## src/rtl/rtc_bus_pkg.sv

```systemverilog
// Shared definitions for the RTC bus write and read sequencers: state encoding,
// bus idle levels and default strobe timing.
package rtc_bus_pkg;

  typedef enum logic [3:0] {
    StIdle,
    StASetup,
    StAPulse,
    StAHold,
    StGap,
    StDSetup,
    StDPulse,
    StDHold,
    StDone
  } state_e;

  localparam logic       CS_IDLE  = 1'b1;
  localparam logic       WR_IDLE  = 1'b1;
  localparam logic       RD_IDLE  = 1'b1;
  localparam logic       AD_SEL_IDLE = 1'b1;
  localparam logic       OE_IDLE  = 1'b0;
  localparam logic [7:0] AD_IDLE  = 8'h00;

  localparam int unsigned DEF_T_SETUP = 2;
  localparam int unsigned DEF_T_PULSE = 4;
  localparam int unsigned DEF_T_HOLD  = 2;
  localparam int unsigned DEF_T_GAP   = 4;

  function automatic int unsigned max4(int unsigned a, int unsigned b,
                                       int unsigned c, int unsigned d);
    int unsigned m;
    m = a;
    if (b > m) m = b;
    if (c > m) m = c;
    if (d > m) m = d;
    return m;
  endfunction

endpackage

```

## src/rtl/rtc_bus_writer_phase_timer.sv

```systemverilog
// Loadable down-counter timing one bus phase; expired is high once the count reaches zero.
module phase_timer #(
  parameter int unsigned Width = 4
) (
  input  logic             clk,
  input  logic             reset,
  input  logic             load,
  input  logic [Width-1:0] load_value,
  output logic             expired
);

  logic [Width-1:0] cnt_q, cnt_d;

  always_comb begin
    cnt_d = cnt_q;
    if (load) begin
      cnt_d = load_value;
    end else if (cnt_q != '0) begin
      cnt_d = cnt_q - 1'b1;
    end
  end

  always_ff @(posedge clk) begin
    if (reset) begin
      cnt_q <= '0;
    end else begin
      cnt_q <= cnt_d;
    end
  end

  assign expired = (cnt_q == '0);

endmodule

```

## src/rtl/rtc_bus_writer.sv

```systemverilog
// Write master for the multiplexed address/data RTC bus: one request becomes an address
// strobe, an idle gap and a data strobe, with busy/done handshake to the controller.
module rtc_bus_writer
  import rtc_bus_pkg::*;
#(
  parameter int unsigned T_SETUP = DEF_T_SETUP,
  parameter int unsigned T_PULSE = DEF_T_PULSE,
  parameter int unsigned T_HOLD  = DEF_T_HOLD,
  parameter int unsigned T_GAP   = DEF_T_GAP
) (
  input  logic       clk,
  input  logic       reset,
  input  logic       start,
  input  logic [7:0] addr,
  input  logic [7:0] wdata,
  output logic       busy,
  output logic       done,
  output logic [7:0] ad_out,
  output logic       ad_oe,
  output logic       cs_n,
  output logic       rd_n,
  output logic       wr_n,
  output logic       a_d
);

  localparam int unsigned TMax = max4(T_SETUP, T_PULSE, T_HOLD, T_GAP);
  localparam int unsigned CntW = $clog2(TMax) + 1;

  // Load values are param-1 so a state lasting N cycles sees expired on its last cycle.
  localparam logic [CntW-1:0] LdSetup = CntW'(T_SETUP - 1);
  localparam logic [CntW-1:0] LdPulse = CntW'(T_PULSE - 1);
  localparam logic [CntW-1:0] LdHold  = CntW'(T_HOLD - 1);
  localparam logic [CntW-1:0] LdGap   = CntW'(T_GAP - 1);

  state_e state_q, state_d;
  logic [7:0] addr_q, addr_d;
  logic [7:0] wdata_q, wdata_d;

  logic            tmr_load;
  logic [CntW-1:0] tmr_value;
  logic            tmr_expired;

  logic       busy_q, busy_d;
  logic       done_q, done_d;
  logic [7:0] ad_out_q, ad_out_d;
  logic       ad_oe_q, ad_oe_d;
  logic       cs_n_q, cs_n_d;
  logic       wr_n_q, wr_n_d;
  logic       a_d_q, a_d_d;

  logic in_addr, in_data;

  phase_timer #(
    .Width(CntW)
  ) u_timer (
    .clk       (clk),
    .reset     (reset),
    .load      (tmr_load),
    .load_value(tmr_value),
    .expired   (tmr_expired)
  );

  always_comb begin
    state_d   = state_q;
    addr_d    = addr_q;
    wdata_d   = wdata_q;
    tmr_load  = 1'b0;
    tmr_value = '0;
    unique case (state_q)
      StIdle: begin
        if (start) begin
          addr_d    = addr;
          wdata_d   = wdata;
          state_d   = StASetup;
          tmr_load  = 1'b1;
          tmr_value = LdSetup;
        end
      end
      StASetup: if (tmr_expired) begin
        state_d = StAPulse; tmr_load = 1'b1; tmr_value = LdPulse;
      end
      StAPulse: if (tmr_expired) begin
        state_d = StAHold; tmr_load = 1'b1; tmr_value = LdHold;
      end
      StAHold: if (tmr_expired) begin
        state_d = StGap; tmr_load = 1'b1; tmr_value = LdGap;
      end
      StGap: if (tmr_expired) begin
        state_d = StDSetup; tmr_load = 1'b1; tmr_value = LdSetup;
      end
      StDSetup: if (tmr_expired) begin
        state_d = StDPulse; tmr_load = 1'b1; tmr_value = LdPulse;
      end
      StDPulse: if (tmr_expired) begin
        state_d = StDHold; tmr_load = 1'b1; tmr_value = LdHold;
      end
      StDHold: if (tmr_expired) state_d = StDone;
      StDone:  state_d = StIdle;
      default: state_d = StIdle;
    endcase
  end

  // Outputs are decoded from the next state so the registered bus lines up with the state.
  always_comb begin
    in_addr  = state_d inside {StASetup, StAPulse, StAHold};
    in_data  = state_d inside {StDSetup, StDPulse, StDHold};
    busy_d   = (state_d != StIdle);
    done_d   = (state_d == StDone);
    cs_n_d   = (in_addr || in_data) ? 1'b0 : CS_IDLE;
    ad_oe_d  = (in_addr || in_data) ? 1'b1 : OE_IDLE;
    a_d_d    = in_addr ? 1'b0 : AD_SEL_IDLE;
    wr_n_d   = (state_d inside {StAPulse, StDPulse}) ? 1'b0 : WR_IDLE;
    ad_out_d = AD_IDLE;
    if (in_addr) begin
      ad_out_d = addr_d;
    end else if (in_data) begin
      ad_out_d = wdata_d;
    end
  end

  always_ff @(posedge clk) begin
    if (reset) begin
      state_q  <= StIdle;
      addr_q   <= '0;
      wdata_q  <= '0;
      busy_q   <= 1'b0;
      done_q   <= 1'b0;
      ad_out_q <= AD_IDLE;
      ad_oe_q  <= OE_IDLE;
      cs_n_q   <= CS_IDLE;
      wr_n_q   <= WR_IDLE;
      a_d_q    <= AD_SEL_IDLE;
    end else begin
      state_q  <= state_d;
      addr_q   <= addr_d;
      wdata_q  <= wdata_d;
      busy_q   <= busy_d;
      done_q   <= done_d;
      ad_out_q <= ad_out_d;
      ad_oe_q  <= ad_oe_d;
      cs_n_q   <= cs_n_d;
      wr_n_q   <= wr_n_d;
      a_d_q    <= a_d_d;
    end
  end

  assign busy   = busy_q;
  assign done   = done_q;
  assign ad_out = ad_out_q;
  assign ad_oe  = ad_oe_q;
  assign cs_n   = cs_n_q;
  assign rd_n   = RD_IDLE;
  assign wr_n   = wr_n_q;
  assign a_d    = a_d_q;

endmodule

```

## config.mk

```make
export PLATFORM = sky130hd
export DESIGN_NAME = rtc_bus_writer
export DESIGN_NICKNAME = d
export VERILOG_FILES = /design/src/rtl/rtc_bus_pkg.sv /design/src/rtl/rtc_bus_writer_phase_timer.sv /design/src/rtl/rtc_bus_writer.sv
export SDC_FILE = /design/constraint.sdc
export NUM_CORES = 1
export LEC_CHECK = 0
export CELL_PAD_IN_SITES_DETAIL_PLACEMENT = 0
export CELL_PAD_IN_SITES_GLOBAL_PLACEMENT = 1
export CORE_ASPECT_RATIO = 0.8
export CORE_MARGIN = 3
export CORE_UTILIZATION = 40
export DETAILED_ROUTE_END_ITERATION = 8
export GPL_TIMING_DRIVEN = 0
export PLACE_DENSITY_LB_ADDON = 0.3
export SLEW_MARGIN = 5
export SYNTH_ARGS = -nofsm -noshare
export SYNTH_HDL_FRONTEND = slang
export SYNTH_SLANG_ARGS = --single-unit
```

## constraint.sdc

```tcl
create_clock -name clk -period 4.94 [get_ports clk]
set_input_delay 0.988 -clock clk [delete_from_list [all_inputs] [get_ports clk]]
set_output_delay 0.988 -clock clk [all_outputs]
set_load 0.03 [all_outputs]
```

# After elaboration in Yosys (flattened, before gate mapping)
# Cells that the tools add are included.
dict set report classes {
  n_addsub 1
  eq_ne 14
  n_mux 28
  reduce_logical 12
}
# cell count
set op_table {}
lappend op_table {{8-bit two-way mux} 6}
lappend op_table {{4-bit two-way mux} 8}
lappend op_table {{4-bit case mux with 8 select lines} 1}
lappend op_table {{4-bit by 3-bit equality test with 1-bit output, second input constant} 7}
lappend op_table {{4-bit by 2-bit equality test with 1-bit output, second input constant} 4}
lappend op_table {{3-bit nonzero test} 3}
lappend op_table {{4-bit by 1-bit equality test with 1-bit output, second input constant} 2}
lappend op_table {{1-bit two-way mux} 8}
lappend op_table {{3-bit two-way mux} 2}
lappend op_table {{2-bit case mux with 3 select lines} 1}
lappend op_table {{3-bit OR reduction} 2}
lappend op_table {{6-bit OR reduction} 1}
lappend op_table {{4-bit equality test, second input constant} 1}
lappend op_table {{4-bit logical NOT} 1}
lappend op_table {{2-bit nonzero test} 2}
lappend op_table {{4-bit nonzero test} 1}
lappend op_table {{3-bit logical NOT} 1}
lappend op_table {{3-bit by 1-bit subtractor with 3-bit output, second input constant} 1}
lappend op_table {{2-bit two-way mux} 1}
lappend op_table {{1-bit case mux with 2 select lines} 1}
lappend op_table {{1-bit logical OR} 1}
dict set report word_totals {
  ff_bits 37
  inputBits 19
  wordCells 66
}

# Depth between registers and ports, before layout
# Gate-level depths: netlist of run 1.
dict set report depth {
  ltp_word 7
  mapped_depth 8
}

# Cells and area by module
# From an unflattened synthesis of run 1, not the netlist that was laid out.
dict set report unflattened {
  hier_cells 140
  hier_area_um2 1432.6
}
# mod instances cells_each area_each_um2 seq_area_each_um2
set modules_own_cells {}
lappend modules_own_cells {rtc_bus_writer 1 118 1226.2 680.7}
lappend modules_own_cells {phase_timer 1 22 206.4 60.1}

# Least setup slack after synthesis of run 1
# No wires, ideal clock.
dict set report synth_path {
  path_kind {input to register}
  startpoint {in reset}
  endpoint {reg ad_out_q[0], in the netlist ad_out[0]}
  setup_time_ns 0.079
  t_arrival_ns 2.093
  slack_ns 2.767
  cell_stages 6
  n_path_buf 2
  path_cell_list {or2_1 buf_6 a21o_1 or3_1 buf_6 o22ai_1}
}
# element line
set synth_lines {}
lappend synth_lines {{start: declaration} rtc_bus_writer.sv:12} ;# input logic reset,
lappend synth_lines {{end signal: assignment} rtc_bus_writer.sv:139} ;# ad_out_q <= ad_out_d;
lappend synth_lines {{end: declaration} rtc_bus_writer.sv:45} ;# logic [7:0] ad_out_q, ad_out_d;

==> summary.txt, run 1 <==
Synth
  – Post-synthesis net count: 162
  – Post-synth EDFFs: 0
  – Gate Count Post-Synth: 141
  – Post-Synth XOR/XNOR Area: 2.43%
  – Synth Flop Type: dfxtp_1
  – Cell taking the most area after synthesis: dfxtp_1
  – Most frequent cell after synthesis: dfxtp_1
  – Largest family of logic cells by synthesized area: simple AND/OR/NAND/NOR gates
  – Top cells by count, synth: 37 x dfxtp_1, 25 x nor2_1, 17 x mux2i_1
  – Total of warnings raised by yosys: 0
  – Yosys top cell area share: between 50% and 60%
  – Fraction of registers with async set/reset: 0%
  – Post-Synth Simple-Gate Area: about 16%
  – Cell Area, Synth: ~1400 um^2
  – Distinct cells, synth: 36
  – Synthesized flop and latch total: 37
  – Synth top area cells: dfxtp_1 51%, mux2i_1 12%, nor2_1 6.5%, o22ai_1 3.5%, buf_6 2.3%
  – Area share of fa/ha/maj cells after synthesis: 1.73%
  – Compound-gate portion of the synthesized area: 8.67%
  – Multiplexer share of the synthesized area: 11.8%
  – Seq/Total Area, Yosys: 51.3%
  – Syn Area/Cell: roughly 10 um^2

Pwr
  – VDD IR-drop max: approximately 0.29 mV
  – Leak: 0.836 nW
  – Pwr dens: 530 nW/um^2

Route
  – Drc violations: 0
  – M1 wire length: 1410 um
  – WL/cell: 13.3 um
  – DR vias: 1082
  – Wire length on met2: 1350 um
  – DR vias/cell: approximately 5
  – Wirelength, routed: 2950 um
  – DR iter-0 viols: 23
  – First-pass iteration count of the detailed router: 4
  – Metal3 WL: 147 um
  – Uppermost layer routed: met4
  – Post-route ant nets: 0

Clock tree
  – Clock root cell: clkbuf_8
  – CTS tree: built
  – Post-CTS Hold Fix Bufs: 0
  – Clk sink count: 37
  – Post CTS Setup Buffer Count: 0
  – Htree depth: 2
  – Post-cts resize count: 0
  – Cts bufs inserted: 5
  – Maximum clock path buffer count: 2
  – Worst-Skew Late Latency: 0.28 ns
  – Clock transition at the registers of the reported paths: 0.07 ns

Critical path
  – RR Endpoint: ad_out[1]$_SDFF_PP0_
  – Crit path max-delay cell type: clkdlybuf4s50_1
  – Startpoint types: input port
  – CP Cell Sequence: clkdlybuf4s50_1 -> or2_1 -> buf_6 -> a21o_1 -> or3_1 -> buf_6 -> o22ai_1
  – Reg2reg path depth: 8
  – Slowest stage delay, CP: 0.41 ns
  – Worst Path Max Fanout: 9
  – Critical R2R Launch: u_timer.cnt_q[0]$_SDFFE_PP0P_
  – Critical Path AT: 2.61 ns
  – CP Class: in2reg
  – Setup crit end kind: flip-flop
  – Worst path most repeated cell: buf_6
  – Req. time, crit path: 5.14 ns
  – Flop2flop setup slack: around 3.1 ns

Final layout
  – Share of cells above drive strength 1: between 10% and 20%
  – Nets: about 200
  – Fill count: 286
  – Area occupied by registers: 741 um^2
  – Multi-input logic area: 587 um^2
  – Area grow syn2layout: 32.7%
  – Diode count: 0

Job
  – Max Cap Violations: 0

Die
  – Core Area: roughly 3300 um^2
  – I/O pins: 34
  – Die Wd: between 70 and 80 um
  – Initial Utilization: between 40% and 50%
  – Die Height: 59.7 um
  – # rows: 18
  – DIE AREA: 4370 um^2

STA
  – Hold Slack: 0.492 ns
  – Slew Viols, Final: 0
  – Final hold violation count: 0
  – Unrepaired setup endpoints after global routing: false
  – Setup tns final: 0 ns
  – Tmin final: between 2 and 2.5 ns
  – Setup Viol. Count Final: 0
  – Max_slew headroom: 52.5%
  – FMAX: 0.414 GHz
  – Tcrit/Tclk final: 48.9%
  – Worst Skew: 0.00231 ns
  – Slew at the pin closest to its max-slew limit: 0.709 ns
  – Final worst setup slack: 2.52 ns

Hold path
  – WHS Endpoint: addr_q[6]$_SDFF_PP0_
  – HP Start: addr_q[6]$_SDFF_PP0_
  – Worst min-delay path class: reg2reg
  – Hold Crit Depth: 2

Place
  – Placer Congestion: 0.781
  – Dpl hpwl: 2130 um
  – IO buf count: 32
  – Worst slack, placed: 2.23 ns

GRT
  – Gr usage total: 14.8%
  – Gr ovfl total: 0
  – Largest net degree at the start of global routing: 12
  – First-pass GRT wire length: 4800 um
  – Initial antenna violation count: 0
  – Vias in the first global route: 1077

Status
  – Outcome: completed
[state kept, by name (all words and copies together), names as in the netlist]
register / flops
ad_out: 8
addr_q: 8
wdata_q: 8
state_q: 4
u_timer.cnt_q: 3
a_d: 1
ad_oe: 1
busy: 1
cs_n: 1
done: 1
wr_n: 1
[worst max-delay path by stage]
| stage | startpoint | endpoint | slack, ns | depth (start not counted) |
|---|---|---|---|---|
| after floorplan | reset | ad_out[0]$_SDFF_PP0_ | 2.77 | 6 |
| after global placement | reset | ad_out[2]$_SDFF_PP0_ | 2.26 | 7 |
| after detailed placement | reset | ad_out[1]$_SDFF_PP0_ | 2.23 | 7 |
| after CTS | reset | ad_out[1]$_SDFF_PP0_ | 2.52 | 7 |
| after global routing | reset | ad_out[1]$_SDFF_PP0_ | 2.48 | 7 |
| final | reset | ad_out[1]$_SDFF_PP0_ | 2.52 | 7 |
[layout make-up]
| cell class | count | area share [%] |
|---|---|---|
| Buffer | 12 | 5.42 |
| Clock buffer | 7 | 5.03 |
| Clock inverter | 1 | 0.261 |
| Inverter | 3 | 0.588 |
| Multi-Input combinational cell | 89 | 30.7 |
| Sequential cell | 37 | 38.7 |
| Tap cell | 40 | 2.61 |
| Timing Repair Buffer | 32 | 16.7 |
[layout by cell type, fill, tap and decap left out, drive strengths merged, types with 2 or more instances in the layout]
cell type	n
dfxtp	37
clkdlybuf4s50	32
nor2	25
mux2i	17
clkbuf	11
o22ai	8
buf	8
a21oi	4
inv	3
nand2b	3
xor2	3
nand2	3
nor3b	3
and3	2
ha	2
or2	2
[metal layers]
| layer | GRT usage [%] | up-vias |
|---|---|---|
| met5 | 0 | - |
| met2 | 23.8 | 22 |
| met4 | 5.79 | 0 |
| met3 | 5.04 | 7 |
| li1 | - | 552 |
| met1 | 18.3 | 501 |
[where the power goes]
part           switching (W)  internal [W]  leakage, nW
Sequential         0.0000163      0.000359        0.304
Clock              0.0000994      0.000126       0.0542
Combinational       0.000226      0.000187        0.477
Total               0.000342      0.000672        0.836
[stage by stage]
stage          total power (W)  utilization [%]  instance area (um^2)  instances
2_1_floorplan         0.000681                -                  1440        141
3_3_place_gp          0.000777             55.5                  1810        213
3_5_place_dp          0.000791             55.5                  1810        213
4_1_cts                0.00102             58.6                  1910        221
5_1_grt                0.00107             58.6                  1910        221
6_report               0.00101             58.6                  1910        221
[logic make-up (layout without fill, tap and decap cells)]
kind of cell,Yosys count,in the layout
and+or+nand+nor,46,46
DFF,37,37
muxes,17,17
buffers and inverters,15,55
adders and majority gates,2,2
xor gates and xnor gates,4,4
AOI/OAI and AO/OA,19,19
other,1,1
[worst max-delay path: cells and delay by family]
kind	cells	cell delay [ns]
AOI/OAI and AO/OA	2	0.34
buffers and inverters	3	0.70
and+or+nand+nor	2	0.58
Power figures use the tool's default switching activity.
==> inputs of run 2 (changes only) <==
--- a/config.mk
+++ b/config.mk
@@ -9,7 +9,7 @@
 export CELL_PAD_IN_SITES_GLOBAL_PLACEMENT = 1
 export CORE_ASPECT_RATIO = 0.8
 export CORE_MARGIN = 3
-export CORE_UTILIZATION = 40
+export CORE_UTILIZATION = 37
 export DETAILED_ROUTE_END_ITERATION = 8
 export GPL_TIMING_DRIVEN = 0
 export PLACE_DENSITY_LB_ADDON = 0.3
==> constraint.sdc (replaced) <==
create_clock -name clk -period 2.29 [get_ports clk]
set_input_delay 0.458 -clock clk [delete_from_list [all_inputs] [get_ports clk]]
set_output_delay 0.458 -clock clk [all_outputs]
set_load 0.03 [all_outputs]
==> summary.txt, run 2 (synthesis results as in run 1) <==
Clock tree
  – Post CTS Setup Buffer Count: 0 (unchanged)
  – Worst-Skew Late Latency: 0.28 ns (about the same)
  – Post-CTS Hold Fix Bufs: 0 (unchanged)
  – Cts bufs inserted: 5 (unchanged)
  – Clk sink count: 37 (unchanged)
  – CTS tree: built
  – Post-cts resize count: 0 (unchanged)
  – Clock root cell: clkbuf_8
  – Htree depth: 2 (unchanged)
  – Maximum clock path buffer count: 2 (unchanged)
  – Clock transition at the registers of the reported paths: 0.07 ns (about the same)

Status
  – Outcome: completed

Route
  – Post-route ant nets: 0 (unchanged)
  – DR vias: 1078 (-0.37%)
  – WL/cell: 12.5 um (-6.0%)
  – Wirelength, routed: 2920 um (-0.92%)
  – First-pass iteration count of the detailed router: 4 (unchanged)
  – DR iter-0 viols: 52 (+130%)
  – DR vias/cell: 4.63 (-5.5%)
  – Drc violations: 0 (unchanged)

GRT
  – Vias in the first global route: 1059 (-1.7%)
  – Gr ovfl total: 0 (unchanged)
  – Initial antenna violation count: 0 (unchanged)
  – Largest net degree at the start of global routing: 13 (+1)
  – First-pass GRT wire length: 4670 um (-2.6%)
  – Gr usage total: 13.7% (-1.1 points)

Die
  – Core Area: 3590 um^2 (+9.9%)
  – Die Height: 61.9 um (+3.6%)
  – Die Wd: 75.8 um (+3.6%)
  – I/O pins: 34 (unchanged)
  – # rows: 19 (+1)
  – Initial Utilization: 40.2% (-4.0 points)
  – DIE AREA: 4690 um^2 (+7.3%)

Critical path
  – Worst path most repeated cell: buf_6
  – CP Class: in2reg
  – WP buf/inv: 3 (unchanged)
  – Req. time, crit path: 2.49 ns (-2.65 ns)
  – Worst Path Max Fanout: 9 (unchanged)
  – Setup crit end kind: flip-flop
  – Startpoint types: input port
  – CP Cell Sequence: clkdlybuf4s50_1 -> or2_1 -> buf_6 -> a21o_1 -> or3_1 -> buf_6 -> o22ai_1
  – Slowest stage delay, CP: 0.41 ns (about the same)
  – Critical Path AT: 2.10 ns (-0.51 ns)
  – Crit path max-delay cell type: clkdlybuf4s50_1
  – Delay-heaviest family, CP: buffers and inverters

Pwr
  – Leak: 0.850 nW (+1.7%)
  – Clock network power share: 28.1% (+5.9 points)
  – VDD IR-drop max: 0.572 mV (+97%)
  – Switching Fraction: 31.6% (-2.1 points)
  – Internal: 0.00161 W (+140%)
  – Pwr dens: 1200 nW/um^2 (+130%)
  – Switching Power: 0.000744 W (+120%)
  – Logic pwr share: 37.6% (-3.2 points)
  – Register share of total power: 34.3% (-2.7 points)

Final layout
  – Most frequent cells in the layout: 37 x dfxtp_1, 32 x clkdlybuf4s50_1, 25 x nor2_1
  – Nets: 201 (unchanged)
  – Diode count: 0 (unchanged)
  – Non-filler instance count after layout: 233 (+5.4%)
  – Most common cell after layout, fill and taps aside: dfxtp_1
  – Area grow syn2layout: 36.0%
  – Fill count: 332 (+16%)
  – Share of cells above drive strength 1: 11.6% (unchanged)

STA
  – Max_slew headroom: 47.5% (-5.1 points)
  – Hold Slack: 0.493 ns (+0.00165 ns)
  – Worst Skew: 0.00625 ns (+0.00394 ns)
  – FMAX: 0.527 GHz
  – Slew at the pin closest to its max-slew limit: 0.785 ns (+0.0759 ns)
  – Setup tns final: 0 ns (unchanged)
  – Setup Viol. Count Final: 0 (unchanged)
  – Unrepaired setup endpoints after global routing: false
  – Tcrit/Tclk final: between 80 and 90%
  – Slew Viols, Final: 0 (unchanged)
  – Tmin final: 1.90 ns
  – Final hold violation count: 0 (unchanged)

Hold path
  – Worst min-delay path class: reg2reg

Place
  – Dpl hpwl: 2100 um (-1.5%)
  – IO buf count: 32 (unchanged)
  – Placer Congestion: 0.801 (+2.6%)
  – Placed cells: 225 (+5.6%)

Job
  – Max Cap Violations: 0 (unchanged)
-- run 2: metal layers --
layer	global-route usage (%)	vias up	wire (um)
met2	20.7	29	1290
li1	-	549	-
met4	5.99	0	34
met5	0	-	0
met3	4.82	4	173
met1	17.7	496	1430
-- run 2: worst paths after layout --
check / end / cells after the start / slack, ns / start
min reg2reg: wdata_q[2]$_SDFF_PP0_ / 2 / 0.49 / wdata_q[2]$_SDFF_PP0_
min: wdata_q[2]$_SDFF_PP0_ / 2 / 0.49 / wdata_q[2]$_SDFF_PP0_
max: ad_out[2]$_SDFF_PP0_ / 7 / 0.39 / reset
max reg2reg: ad_out[5]$_SDFF_PP0_ / 6 / 0.43 / u_timer.cnt_q[0]$_SDFFE_PP0P_
-- run 2: final cells by class --
cell class,count,area [um^2],share of cell area [%]
buffer,12,104,5.29
timing repair buffer,32,320,16.3
multi-input combinational,89,587,29.9
tap,52,65.1,3.32
sequential,37,741,37.8
clock buffer,5,68.8,3.51
inverter,3,11.3,0.574
clock inverter,3,65.1,3.32
-- run 2: tightest hold or removal path, cell delays in order, from the launching register on --
cell and delay [ns]:
dfxtp_1 0.31, mux2i_1 0.07, nor2_1 0.08
-- run 2: stage by stage --
stage	util (%)	total power, W	instance area (um^2)	setup WS (ns)
floorplan	-	0.00147	1440	0.621
global placement	50.9	0.00168	1830	0.132
detailed placement	50.9	0.00171	1830	0.107
CTS	54.7	0.00237	1960	0.352
global route	54.7	0.00248	1960	0.239
finish	54.7	0.00235	1960	0.393
-- run 2: power groups by stage --
stage | Clock, W | Combinational [W] | Sequential [W]
2_1_floorplan | 0 | 0.000555 | 0.000913
3_3_place_gp | 0 | 0.000858 | 0.000818
3_5_place_dp | 0 | 0.000884 | 0.000825
4_1_cts | 0.000675 | 0.000888 | 0.000810
5_1_grt | 0.000701 | 0.000961 | 0.000820
6_report | 0.000662 | 0.000885 | 0.000808
==> inputs of run 3 (changes only) <==
==> constraint.sdc (replaced) <==
create_clock -name clk -period 1.85 [get_ports clk]
set_input_delay 0.37 -clock clk [delete_from_list [all_inputs] [get_ports clk]]
set_output_delay 0.37 -clock clk [all_outputs]
set_load 0.03 [all_outputs]
==> summary.txt, run 3 (synthesis results as in run 1) <==
STA
  – Final hold violation count: 0 (unchanged)
  – Final worst setup slack: 0.0306 ns (-0.362 ns)
  – Setup Viol. Count Final: 0 (unchanged)
  – Tcrit/Tclk final: 98.3%
  – Worst Skew: 0.00528 ns (-0.000969 ns)
  – FMAX: 0.550 GHz
  – Tmin final: 1.82 ns
  – Slew Viols, Final: 0 (unchanged)

Pwr
  – Pwr Total: 0.00308 W (+31%)
  – Leak: 0.915 nW (+7.8%)
  – VDD IR-drop max: 0.709 mV (+24%)
  – Pwr dens: 1470 nW/um^2 (+22%)

Critical path
  – Worst Path Max Fanout: 6 (-3)
  – Req. time, crit path: 2.06 ns (-0.43 ns)
  – CP Class: reg2reg
  – Startpoint types: flip-flop
  – Critical Path AT: 2.03 ns (-0.07 ns)
  – Flop2flop setup slack: 0.03 ns (-0.40 ns)
  – Setup crit end kind: flip-flop

Clock tree
  – Clock transition at the registers of the reported paths: 0.07 ns (about the same)
  – Maximum clock path buffer count: 2 (unchanged)
  – Clock root cell: clkbuf_8
  – Htree depth: 2 (unchanged)
  – Worst-Skew Late Latency: 0.28 ns (about the same)
  – CTS tree: built
  – Clk sink count: 37 (unchanged)
  – Cts bufs inserted: 5 (unchanged)

GRT
  – Largest net degree at the start of global routing: 13 (unchanged)
  – First-pass GRT wire length: 4690 um (+0.30%)
  – Gr ovfl total: 0 (unchanged)
  – Initial antenna violation count: 0 (unchanged)
  – Vias in the first global route: 1066 (+0.66%)
  – Gr usage total: 13.8% (+0.068 points)

Job
  – Max Cap Violations: 0 (unchanged)

Route
  – Wirelength, routed: 3140 um (+7.4%)
  – Drc violations: 0 (unchanged)
  – DR iter-0 viols: 44 (-15%)
  – First-pass iteration count of the detailed router: 4 (unchanged)
  – DR vias: 1139 (+5.7%)
  – Post-route ant nets: 0 (unchanged)
  – WL/cell: 12.9 um (+3.0%)
  – DR vias/cell: 4.69 (+1.3%)

Final layout
  – Multi-input logic area: 638 um^2 (+8.7%)
  – Fill count: 310 (-6.6%)
  – Most frequent cells in the layout: 36 x dfxtp_1, 31 x clkdlybuf4s50_1, 25 x nor2_1
  – Share of cells above drive strength 1: 22.0% (+10 points)
  – Diode count: 0 (unchanged)
  – Most common cell after layout, fill and taps aside: dfxtp_1
  – Area grow syn2layout: 45.3%
  – Nets: 211 (+5.0%)
  – Area occupied by registers: 742 um^2 (+0.17%)

Place
  – Worst slack, placed: -0.245 ns (-0.352 ns)
  – Dpl hpwl: 2100 um (unchanged)
  – IO buf count: 32 (unchanged)
  – Placer Congestion: 0.801 (unchanged)

Die
  – Die Wd: 75.8 um (unchanged)
  – # rows: 19 (unchanged)
  – I/O pins: 34 (unchanged)
  – Core Area: 3590 um^2 (unchanged)
  – Initial Utilization: 40.2% (unchanged)
  – Die Height: 61.9 um (unchanged)
  – DIE AREA: 4690 um^2 (unchanged)

Hold path
  – Worst min-delay path class: in2reg

Status
  – Outcome: completed
[run 3: final cells by class]
class                      count  share of cell area [%]
buffer                        12                    4.96
multi-input combinational     89                    30.4
clock buffer                   5                    3.28
timing repair buffer          42                    19.2
tap                           52                    3.10
inverter                       3                   0.537
sequential                    37                    35.4
clock inverter                 3                    3.10
[run 3: per-stage QoR]
stage          util [%]  cell area (um^2)  setup TNS (ns)  hold slack [ns]  std cells
6_report           58.4              2100               0            0.507        243
3_3_place_gp       50.9              1830           -1.77            0.471        225
2_1_floorplan         -              1440               0            0.460        141
4_1_cts            54.9              1970               0            0.500        234
3_5_place_dp       50.9              1830           -2.14            0.482        225
5_1_grt            58.4              2100          -0.118            0.527        243
[run 3: repair_timing]
action                     4_1_cts  5_1_grt
hold buffers                     0        0
buffers inserted                 1        8
pin swaps                        1        3
gates resized for setup          0       15
setup endpoints to repair        8        8
gates cloned                     0        1
[run 3: final timing paths]
kind | startpoint | to | cells after the start
max | u_timer.cnt_q[1]$_SDFFE_PP0P_ | ad_out[7]$_SDFF_PP0_ | 8
min | reset | state_q[1]$_SDFF_PP0_ | 4
max reg2reg | u_timer.cnt_q[1]$_SDFFE_PP0P_ | ad_out[7]$_SDFF_PP0_ | 8
min reg2reg | addr_q[6]$_SDFF_PP0_ | addr_q[6]$_SDFF_PP0_ | 2
[run 3: report_power, final]
group          internal [W]  switching (W)  leakage (nW)  total, W
Sequential         0.000960      0.0000447         0.304   0.00100
Combinational      0.000610       0.000647         0.543   0.00126
Clock              0.000535       0.000279        0.0681  0.000814
[run 3: worst max-delay path, cell delays in order, from the launching register on]
cell and delay [ns]:
dfxtp_1 0.31, inv_1 0.06, ha_2 0.17, nor2b_1 0.13
clkbuf_8 0.15, a21o_1 0.19, or3_4 0.42, buf_6 0.15
o22ai_1 0.17
[run 3: per-layer routing]
metal  track usage, %  part of all wire, %  vias up
met5                0                    0        -
met4             5.99                 0.86        0
met3             4.82                  6.4        4
met2             21.2                   46       34
met1             17.5                   47      532
li1                 -                    -      569
